[src/rtl/udma_lin_addrgen.sv]
// Linear uDMA address generator: one active transfer plus one queued shadow transfer.
// Optional continuous auto-restart is built when UDMA_ADDRGEN_CONT_EN is defined.
module udma_lin_addrgen #(
  parameter int unsigned AWIDTH     = 21,
  parameter int unsigned TRANS_SIZE = 20
) (
  input  logic                  clk_i,
  input  logic                  rstn_i,
  input  logic [AWIDTH-1:0]     cfg_startaddr_i,
  input  logic [TRANS_SIZE-1:0] cfg_size_i,
  input  logic [1:0]            cfg_datasize_i,
  input  logic                  cfg_continuous_i,
  input  logic                  cfg_en_i,
  input  logic                  cfg_clr_i,
  input  logic                  grant_i,
  output logic                  en_o,
  output logic                  pending_o,
  output logic [AWIDTH-1:0]     curr_addr_o,
  output logic [TRANS_SIZE-1:0] bytes_left_o,
  output logic                  sot_o,
  output logic                  eot_o
);

  typedef enum logic {IDLE = 1'b0, RUN = 1'b1} state_e;

  state_e                state_q, state_d;
  logic [AWIDTH-1:0]     addr_q, addr_d;
  logic [TRANS_SIZE-1:0] left_q, left_d;
  logic [1:0]            ds_q, ds_d;
  logic                  pend_q, pend_d;
  logic [AWIDTH-1:0]     sh_addr_q, sh_addr_d;
  logic [TRANS_SIZE-1:0] sh_size_q, sh_size_d;
  logic [1:0]            sh_ds_q, sh_ds_d;
  logic                  sot_q, sot_d;
  logic                  eot_q, eot_d;

  logic                  en_ok_c;
  logic [TRANS_SIZE-1:0] step_c;
  logic                  final_c;
  logic                  load_c;
  logic [AWIDTH-1:0]     load_addr_c;
  logic [TRANS_SIZE-1:0] load_size_c;
  logic [1:0]            load_ds_c;

`ifdef UDMA_ADDRGEN_CONT_EN
  logic [AWIDTH-1:0]     rl_addr_q, rl_addr_d;
  logic [TRANS_SIZE-1:0] rl_size_q, rl_size_d;
  logic [1:0]            rl_ds_q, rl_ds_d;
`else
  logic unused_cont;
  assign unused_cont = cfg_continuous_i;
`endif

  assign en_ok_c = cfg_en_i && (cfg_size_i != '0);
  assign step_c  = (ds_q == 2'b00) ? TRANS_SIZE'(1) :
                   (ds_q == 2'b01) ? TRANS_SIZE'(2) : TRANS_SIZE'(4);
  assign final_c = (left_q <= step_c);

  always_comb begin
    state_d     = state_q;
    addr_d      = addr_q;
    left_d      = left_q;
    ds_d        = ds_q;
    pend_d      = pend_q;
    sh_addr_d   = sh_addr_q;
    sh_size_d   = sh_size_q;
    sh_ds_d     = sh_ds_q;
    sot_d       = 1'b0;
    eot_d       = 1'b0;
    load_c      = 1'b0;
    load_addr_c = cfg_startaddr_i;
    load_size_c = cfg_size_i;
    load_ds_c   = cfg_datasize_i;
`ifdef UDMA_ADDRGEN_CONT_EN
    rl_addr_d   = rl_addr_q;
    rl_size_d   = rl_size_q;
    rl_ds_d     = rl_ds_q;
`endif
    if (cfg_clr_i) begin
      state_d   = IDLE;
      addr_d    = '0;
      left_d    = '0;
      ds_d      = '0;
      pend_d    = 1'b0;
      sh_addr_d = '0;
      sh_size_d = '0;
      sh_ds_d   = '0;
    end else begin
      case (state_q)
        IDLE: if (en_ok_c) load_c = 1'b1;
        RUN: begin
          if (grant_i) begin
            addr_d = addr_q + AWIDTH'(step_c);
            left_d = final_c ? '0 : left_q - step_c;
          end
          if (grant_i && final_c) begin
            // Completion: new request beats queued shadow beats auto-reload
            eot_d = 1'b1;
            if (en_ok_c) begin
              load_c = 1'b1;
            end else if (pend_q) begin
              load_c      = 1'b1;
              load_addr_c = sh_addr_q;
              load_size_c = sh_size_q;
              load_ds_c   = sh_ds_q;
              pend_d      = 1'b0;
`ifdef UDMA_ADDRGEN_CONT_EN
            end else if (cfg_continuous_i) begin
              load_c      = 1'b1;
              load_addr_c = rl_addr_q;
              load_size_c = rl_size_q;
              load_ds_c   = rl_ds_q;
`endif
            end else begin
              state_d = IDLE;
            end
          end else if (en_ok_c) begin
            pend_d    = 1'b1;
            sh_addr_d = cfg_startaddr_i;
            sh_size_d = cfg_size_i;
            sh_ds_d   = cfg_datasize_i;
          end
        end
        default: state_d = IDLE;
      endcase
      if (load_c) begin
        state_d = RUN;
        sot_d   = 1'b1;
        addr_d  = load_addr_c;
        left_d  = load_size_c;
        ds_d    = load_ds_c;
`ifdef UDMA_ADDRGEN_CONT_EN
        rl_addr_d = load_addr_c;
        rl_size_d = load_size_c;
        rl_ds_d   = load_ds_c;
`endif
      end
    end
  end

  always_ff @(posedge clk_i or negedge rstn_i) begin
    if (!rstn_i) begin
      state_q   <= IDLE;
      addr_q    <= '0;
      left_q    <= '0;
      ds_q      <= '0;
      pend_q    <= 1'b0;
      sh_addr_q <= '0;
      sh_size_q <= '0;
      sh_ds_q   <= '0;
      sot_q     <= 1'b0;
      eot_q     <= 1'b0;
    end else begin
      state_q   <= state_d;
      addr_q    <= addr_d;
      left_q    <= left_d;
      ds_q      <= ds_d;
      pend_q    <= pend_d;
      sh_addr_q <= sh_addr_d;
      sh_size_q <= sh_size_d;
      sh_ds_q   <= sh_ds_d;
      sot_q     <= sot_d;
      eot_q     <= eot_d;
    end
  end

`ifdef UDMA_ADDRGEN_CONT_EN
  always_ff @(posedge clk_i or negedge rstn_i) begin
    if (!rstn_i) begin
      rl_addr_q <= '0;
      rl_size_q <= '0;
      rl_ds_q   <= '0;
    end else begin
      rl_addr_q <= rl_addr_d;
      rl_size_q <= rl_size_d;
      rl_ds_q   <= rl_ds_d;
    end
  end
`endif

  assign en_o         = (state_q == RUN);
  assign pending_o    = pend_q;
  assign curr_addr_o  = addr_q;
  assign bytes_left_o = left_q;
  assign sot_o        = sot_q;
  assign eot_o        = eot_q;

endmodule

[config.mk]
export PLATFORM = sky130hd
export DESIGN_NAME = udma_lin_addrgen
export DESIGN_NICKNAME = d
export VERILOG_FILES = /design/src/rtl/udma_lin_addrgen.sv
export SDC_FILE = /design/constraint.sdc
export NUM_CORES = 1
export LEC_CHECK = 0
export ABC_CLOCK_PERIOD_IN_PS = 2900
export BUFFER_PORTS_ARGS = -buffer_cell sky130_fd_sc_hd__clkbuf_2
export CAP_MARGIN = 20
export CORE_ASPECT_RATIO = 0.7
export CORE_MARGIN = 3
export CORE_UTILIZATION = 51
export DETAILED_ROUTE_END_ITERATION = 8
export PLACE_DENSITY = 0.77
export SYNTH_ARGS = -nofsm -noshare
export SYNTH_HDL_FRONTEND = slang
export SYNTH_SLANG_ARGS = --single-unit
[constraint.sdc]
create_clock -name clk_i -period 2.9 [get_ports clk_i]
set_input_delay 0.145 -clock clk_i [delete_from_list [all_inputs] [get_ports clk_i]]
set_output_delay 0.145 -clock clk_i [all_outputs]
set_load 0.005 [all_outputs]
==> impl_metrics.ini, run 1 <==
[logic_synthesis]
synth_edf_count = 0
synth_compound_area_share_pct = 19.3
synth_top_family_by_area = simple AND/OR/NAND/NOR gates
syn-num-nets = 667
synth_area_mm2 = 0.00507
syn_inst = 610
synth-seq-area-share_pct = 44.5
synth_cell_type_count = 56
synth-xor-area-share_pct = 2.59
synth.ff_latch_count = 90
avgSynthCellArea_um2 = 8.31
yosysWarningCount = 0
synth.area.mux_share_pct = 3.01
synthAdderAreaFrac_pct = 2.27
synth-async-reset-ratio_pct = 100
synth-simple-area-share_pct = 24.0
synth_top_flop_cell = dfrtp_1

[layout]
drive_above_1_share_pct = 33.9
layout_common_cells = nand2_1 (168), clkbuf_2 (91), dfrtp_1 (90)
fin_nets = 812
area_growth_pct = 37.9
final_common_cell = nand2_1
fillers = 611
antennaDiodeCount = 0

[detailed_routing]
viasPerCell = 6.25
vias = 5521
drc = 0
drtIter0Drc = 776
ant_nets = 0
finalWirelength_um = 17400
post_drt_wl_per_cell_um = 19.6
drt_first_pass_iters = 5

[critical_path]
end_kind = flop
crit_fanout = 6
timing.critical_path.buf_inv = 4
startpoint_type = flop
path_cells = nor2_2, ha_2, inv_2, fa_2, a21oi_2, o211ai_1, or4_4, a22oi_4, buf_6, nand2b_4, buf_12, buf_12, o32ai_2, o21a_1
cpLargestDelayFamily = compound AO/OA/AOI/OAI gates
slowest_delay_ps = 500
arrival_ps = 3440
path_class = flop to flop
crit_slowest_cell = or4_4
cp_data_required_time_ps = 3180
path_common_cell = buf_12

[pwr]
peakVddDrop_mv = 0.352
powerDensity_mw_per_mm2 = 541
leakagePower_nw = 3.20
finalPower_mw = 3.78

[timing]
period_share_pct = 109
rsz0062_at_grt = yes
setup-tns-final_ps = -7830
clock_skew_ps = 5.23
setup_ws_ps = -257
setup_violations = 44
max_slew_margin_pct = 50.8
tightestPinTransition_ps = 738
fmax_mhz = 317
drv_slew = 0
hold_violations = 0
min_period_ps = 3160

[global_routing]
grt_pass1_wl_um = 24800
grt_pass1_vias = 4828
antenna_found_initial = 0
gr-total-overflow = 0
grt_start_max_net_pins = 52
track_usage_pct = 28.2

[placement]
routabilityCongestion = 0.917
dp_hpwl_um = 11100
port_buffers = 92

[clock_tree]
clkLatencyLatePin_ps = 340
path_clk_slew_ps = 60
clockBufferDepth = 2
h-tree-depth = 3
cts_tree = done
numCtsBuffers = 9
clock_sinks = 90
cts_root_buf = clkbuf_16

[die]
die-area_mm2 = 0.0112
die_w_um = 125
start_util_pct = 54.1
die_h_um = 89.4
row_count = 29
io_pins = 94
core_mm2 = 0.00936

[outcome]
violations = negative setup slack
status = finished, violations left

[hold_path]
hp-class = input pin to flop

[run]
maxCapViolCount = 0
[through the flow]
step	util, %	std cells	hold WS [ps]	setup WS, ps	cell area (um^2)
4_1_cts	69.9	868	18.1	-73.4	6540
6_report	74.6	884	25.4	-257	6990
3_3_place_gp	64.5	846	227	-79.4	6040
3_5_place_dp	64.5	846	226	-139	6040
2_1_floorplan	-	610	-151	-39.5	5100
5_1_grt	74.6	884	22.8	-347	6990
[logic make-up (layout without fill, tap and decap cells)]
group                    after synthesis  count (layout)
adder cells (fa/ha/maj)                8               8
flip-flops                            90              90
AO/OA/AOI/OAI                        151             151
buffers and inverters                 51             201
XOR/XNOR                              15              15
multiplexers                          15              15
AND/OR/NAND/NOR                      280             280
[tightest hold or removal path: stages]
cell and delay, ps:
clkbuf_2 90, nand2_1 50, a21oi_1 50
[final cells by class]
type / count / area [um^2] / share of cell area (%)
clock buffer: 11 / 253 / 3.62
clock inverter: 5 / 52.6 / 0.752
inverter: 12 / 45.0 / 0.645
multi-input combinational: 469 / 2940 / 42.1
sequential: 90 / 2250 / 32.2
tap: 124 / 155 / 2.22
timing repair buffer: 173 / 1290 / 18.4
[per-layer routing]
| layer | vias up | wire (um) | global-route usage, % |
|---|---|---|---|
| li1 | 2427 | - | - |
| met1 | 2676 | 7100 | 40.5 |
| met2 | 366 | 7980 | 43.0 |
| met3 | 52 | 1870 | 6.45 |
| met4 | 0 | 408 | 8.86 |
| met5 | - | 0 | 0 |
[worst paths after layout]
| kind | startpoint | end | slack, ps | cells past startpoint |
|---|---|---|---|---|
| max | ds_q[1]$_DFFE_PN0P_ | curr_addr_o[6]$_DFFE_PN0P_ | -260 | 14 |
| min | cfg_startaddr_i[5] | sh_addr_q[5]$_DFFE_PN0P_ | 30 | 3 |
| max reg2reg | ds_q[1]$_DFFE_PN0P_ | curr_addr_o[6]$_DFFE_PN0P_ | -260 | 14 |
| min reg2reg | sh_addr_q[14]$_DFFE_PN0P_ | sh_addr_q[14]$_DFFE_PN0P_ | 520 | 2 |
| max in group asynchronous | rstn_i | sh_addr_q[14]$_DFFE_PN0P_ | 1680 | 3 |
| min in group asynchronous | rstn_i | sh_size_q[12]$_DFFE_PN0P_ | 380 | 2 |
[power breakdown]
part | internal (mW) | leakage [nW] | switching (mW)
sequential | 1.36 | 1.21 | 0.118
combinational | 0.497 | 1.84 | 0.606
clock | 0.710 | 0.151 | 0.492
[Yosys cell counts, types with 2 or more instances]
cell type	number	area (um^2)
o211ai_1	3	22.5
o22ai_1	4	25.0
and4_1	2	17.5
a2bb2oi_1	2	17.5
buf_6	2	22.5
a21oi_1	71	355
nor2b_1	4	25.0
a21oi_2	2	17.5
nand4_1	3	18.8
a311oi_1	13	114
mux2i_1	13	130
fa_1	2	40.0
and3_1	5	31.3
o32ai_1	4	35.0
o22a_1	3	26.3
nand3_1	5	25.0
buf_2	10	50.1
o21a_1	8	60.1
or3_1	4	25.0
nand2b_1	4	25.0
o21ai_0	18	90.1
inv_1	12	45.0
a211o_1	4	35.0
and2_1	2	12.5
a221o_1	5	50.1
o21ai_2	2	17.5
ha_1	6	75.1
mux2_2	2	22.5
xor2_1	8	70.1
dfrtp_1	90	2250
nor2_1	41	154
a211oi_1	2	15.0
o21ai_1	2	10.0
nand2_1	168	631
xnor2_1	7	61.3
nor4_1	12	75.1
nor3_1	22	110
clkbuf_1	25	93.8
[what timing repair did]
action | CTS | global route
endpoints found under the setup margin | 39 | 47
pin swaps | 7 | 15
gates cloned | 0 | 5
resized for setup | 34 | 49
hold endpoints to repair | 49 | 0
buffers inserted | 5 | 12
hold buffers | 1 | 0
[flip-flops by register name, summed over array words and instances, names as in the netlist]
| name | count |
|---|---|
| sot_o | 1 |
| en_o | 1 |
| curr_addr_o | 21 |
| sh_size_q | 20 |
| bytes_left_o | 20 |
| sh_ds_q | 2 |
| pending_o | 1 |
| ds_q | 2 |
| eot_o | 1 |
| sh_addr_q | 21 |
Power figures use the tool's default switching activity.
==> run 2: changes to the inputs <==
- TNS_END_PERCENT: not set -> 20
==> run 2 against run 1 <==
  * The run still ends with negative setup slack left
  * Non-clock buffer count down 9
  * Hold slack better by 2.8 ps
  * Clock-buffer cell count up 4
  * Clock power down 7%
  * Utilization down 2.1 points
  * Sequential share of layout area up 0.93 points
  * Combinational power about the same
  * Critical path depth unchanged
  * Register-to-register slack about the same
  * First-iteration DRC count down 12%
  * Largest cell class unchanged
  * Largest power group unchanged
==> impl_metrics.ini, run 2 (synthesized netlist as in run 1, its figures left out) <==
[layout]
layout_common_cells = nand2_1 (168), clkbuf_2 (91), dfrtp_1 (90)
stdcell_count = 876
fillers = 659
fin_nets = 804
final_common_cell = nand2_1
area_growth_pct = 34.1
antennaDiodeCount = 0
drive_above_1_share_pct = 31.3

[outcome]
violations = negative setup slack
status = finished, violations left

[detailed_routing]
viasPerCell = 6.11
ant_nets = 0
drtIter0Drc = 680
post_drt_wl_per_cell_um = 19.0
wl_met3_um = 2060
wl_met2_um = 7540
drt-met1-wl_um = 6780
maxUsedRoutingLayer = met4
finalWirelength_um = 16700
vias = 5355
drt_first_pass_iters = 5
drc = 0

[pwr]
peakVddDrop_mv = 0.320
leakagePower_nw = 3.11
powerDensity_mw_per_mm2 = 537

[clock_tree]
cts_tree = done
clkLatencyLatePin_ps = 340
cts_root_buf = clkbuf_16
path_clk_slew_ps = 60
h-tree-depth = 3
numCtsBuffers = 9
clock_sinks = 90
clockBufferDepth = 2

[placement]
port_buffers = 92
routabilityCongestion = 0.924
dp.cells = 844
dp_hpwl_um = 11000

[global_routing]
track_usage_pct = 28.2
grt_start_max_net_pins = 91
grt_pass1_wl_um = 24900
antenna_found_initial = 0
grt_pass1_vias = 4818
gr-total-overflow = 0

[run]
maxCapViolCount = 0

[critical_path]
startpoint_type = flop
cp_data_required_time_ps = 3130
end_kind = flop
path_class = flop to flop
crit_fanout = 7
arrival_ps = 3400

[timing]
fmax_mhz = 316
rsz0062_at_grt = yes
period_share_pct = 109
clock_skew_ps = 7.34
drv_slew = 0
setup_ws_ps = -268
min_period_ps = 3170
setup_violations = 41
hold_slack_ps = 28.2
tightestPinTransition_ps = 645
hold_violations = 0
max_slew_margin_pct = 57.0

[die]
start_util_pct = 54.1
die-area_mm2 = 0.0112
die_h_um = 89.4
core_mm2 = 0.00936
row_count = 29
die_w_um = 125
io_pins = 94

[hold_path]
hp-class = input pin to flop
==> run 2: timing repair <==
item | in CTS | in global routing
gates resized for setup | 11 | 51
pin swaps | 2 | 16
setup buffers | 5 | 8
gates cloned | 0 | 4
endpoints found under the setup margin | 43 | 72
hold buffers | 1 | 0
endpoints found under the hold margin | 90 | 0
==> run 2: where the power goes <==
group	switching, mW	internal (mW)
clock	0.458	0.652
sequential	0.114	1.36
combinational	0.592	0.477
total	1.16	2.49
==> run 2: stage by stage <==
step	util (%)	power, mW	area, um^2	TNS [ps]	setup WS [ps]
final	72.5	3.65	6790	-4640	-268
after detailed placement	64.6	2.38	6050	-3310	-189
after floorplan	-	1.97	5100	-262	-39.5
after global routing	72.5	3.82	6790	-6760	-301
after global placement	64.6	2.35	6050	-570	-62.8
after CTS	68.5	3.53	6420	-1400	-109
==> run 2: per-layer routing <==
metal | vias to the layer above | GRT usage (%)
li1 | 2408 | -
met1 | 2558 | 40.8
met2 | 346 | 42.9
met3 | 43 | 6.69
met4 | 0 | 7.58
met5 | - | 0
==> run 2: final cells by class <==
cell class	instances	area (um^2)	area share, %
flip-flops and latches	90	2250	33.2
inverters	12	45.0	0.663
clock inverters	1	7.51	0.111
multi-input cells	470	2870	42.2
clock buffers	15	278	4.09
well taps	124	155	2.28
repair buffers	164	1190	17.5
==> run 2: worst max-delay path, stage by stage, from the launching register on <==
cell and delay, ps:
dfrtp_1 370, buf_4 140, inv_1 50, buf_4 130, ha_1 350, and3_1 180, o211ai_1 340, or4_4 220
a22oi_4 80, buf_12 170, buf_4 120, or3_4 440, buf_4 160, buf_4 120, o21a_1 160
==> run 2: final timing paths <==
path | startpoint | cells past startpoint | slack [ps] | to
worst min register to register | sh_addr_q[4]$_DFFE_PN0P_ | 2 | 520 | sh_addr_q[4]$_DFFE_PN0P_
worst max-delay path | ds_q[1]$_DFFE_PN0P_ | 14 | -270 | curr_addr_o[0]$_DFFE_PN0P_
worst max register to register | ds_q[1]$_DFFE_PN0P_ | 14 | -270 | curr_addr_o[0]$_DFFE_PN0P_
min in group asynchronous | rstn_i | 3 | 380 | sh_size_q[10]$_DFFE_PN0P_
worst min-delay path | cfg_startaddr_i[15] | 3 | 30 | sh_addr_q[15]$_DFFE_PN0P_
max in group asynchronous | rstn_i | 3 | 2140 | curr_addr_o[5]$_DFFE_PN0P_
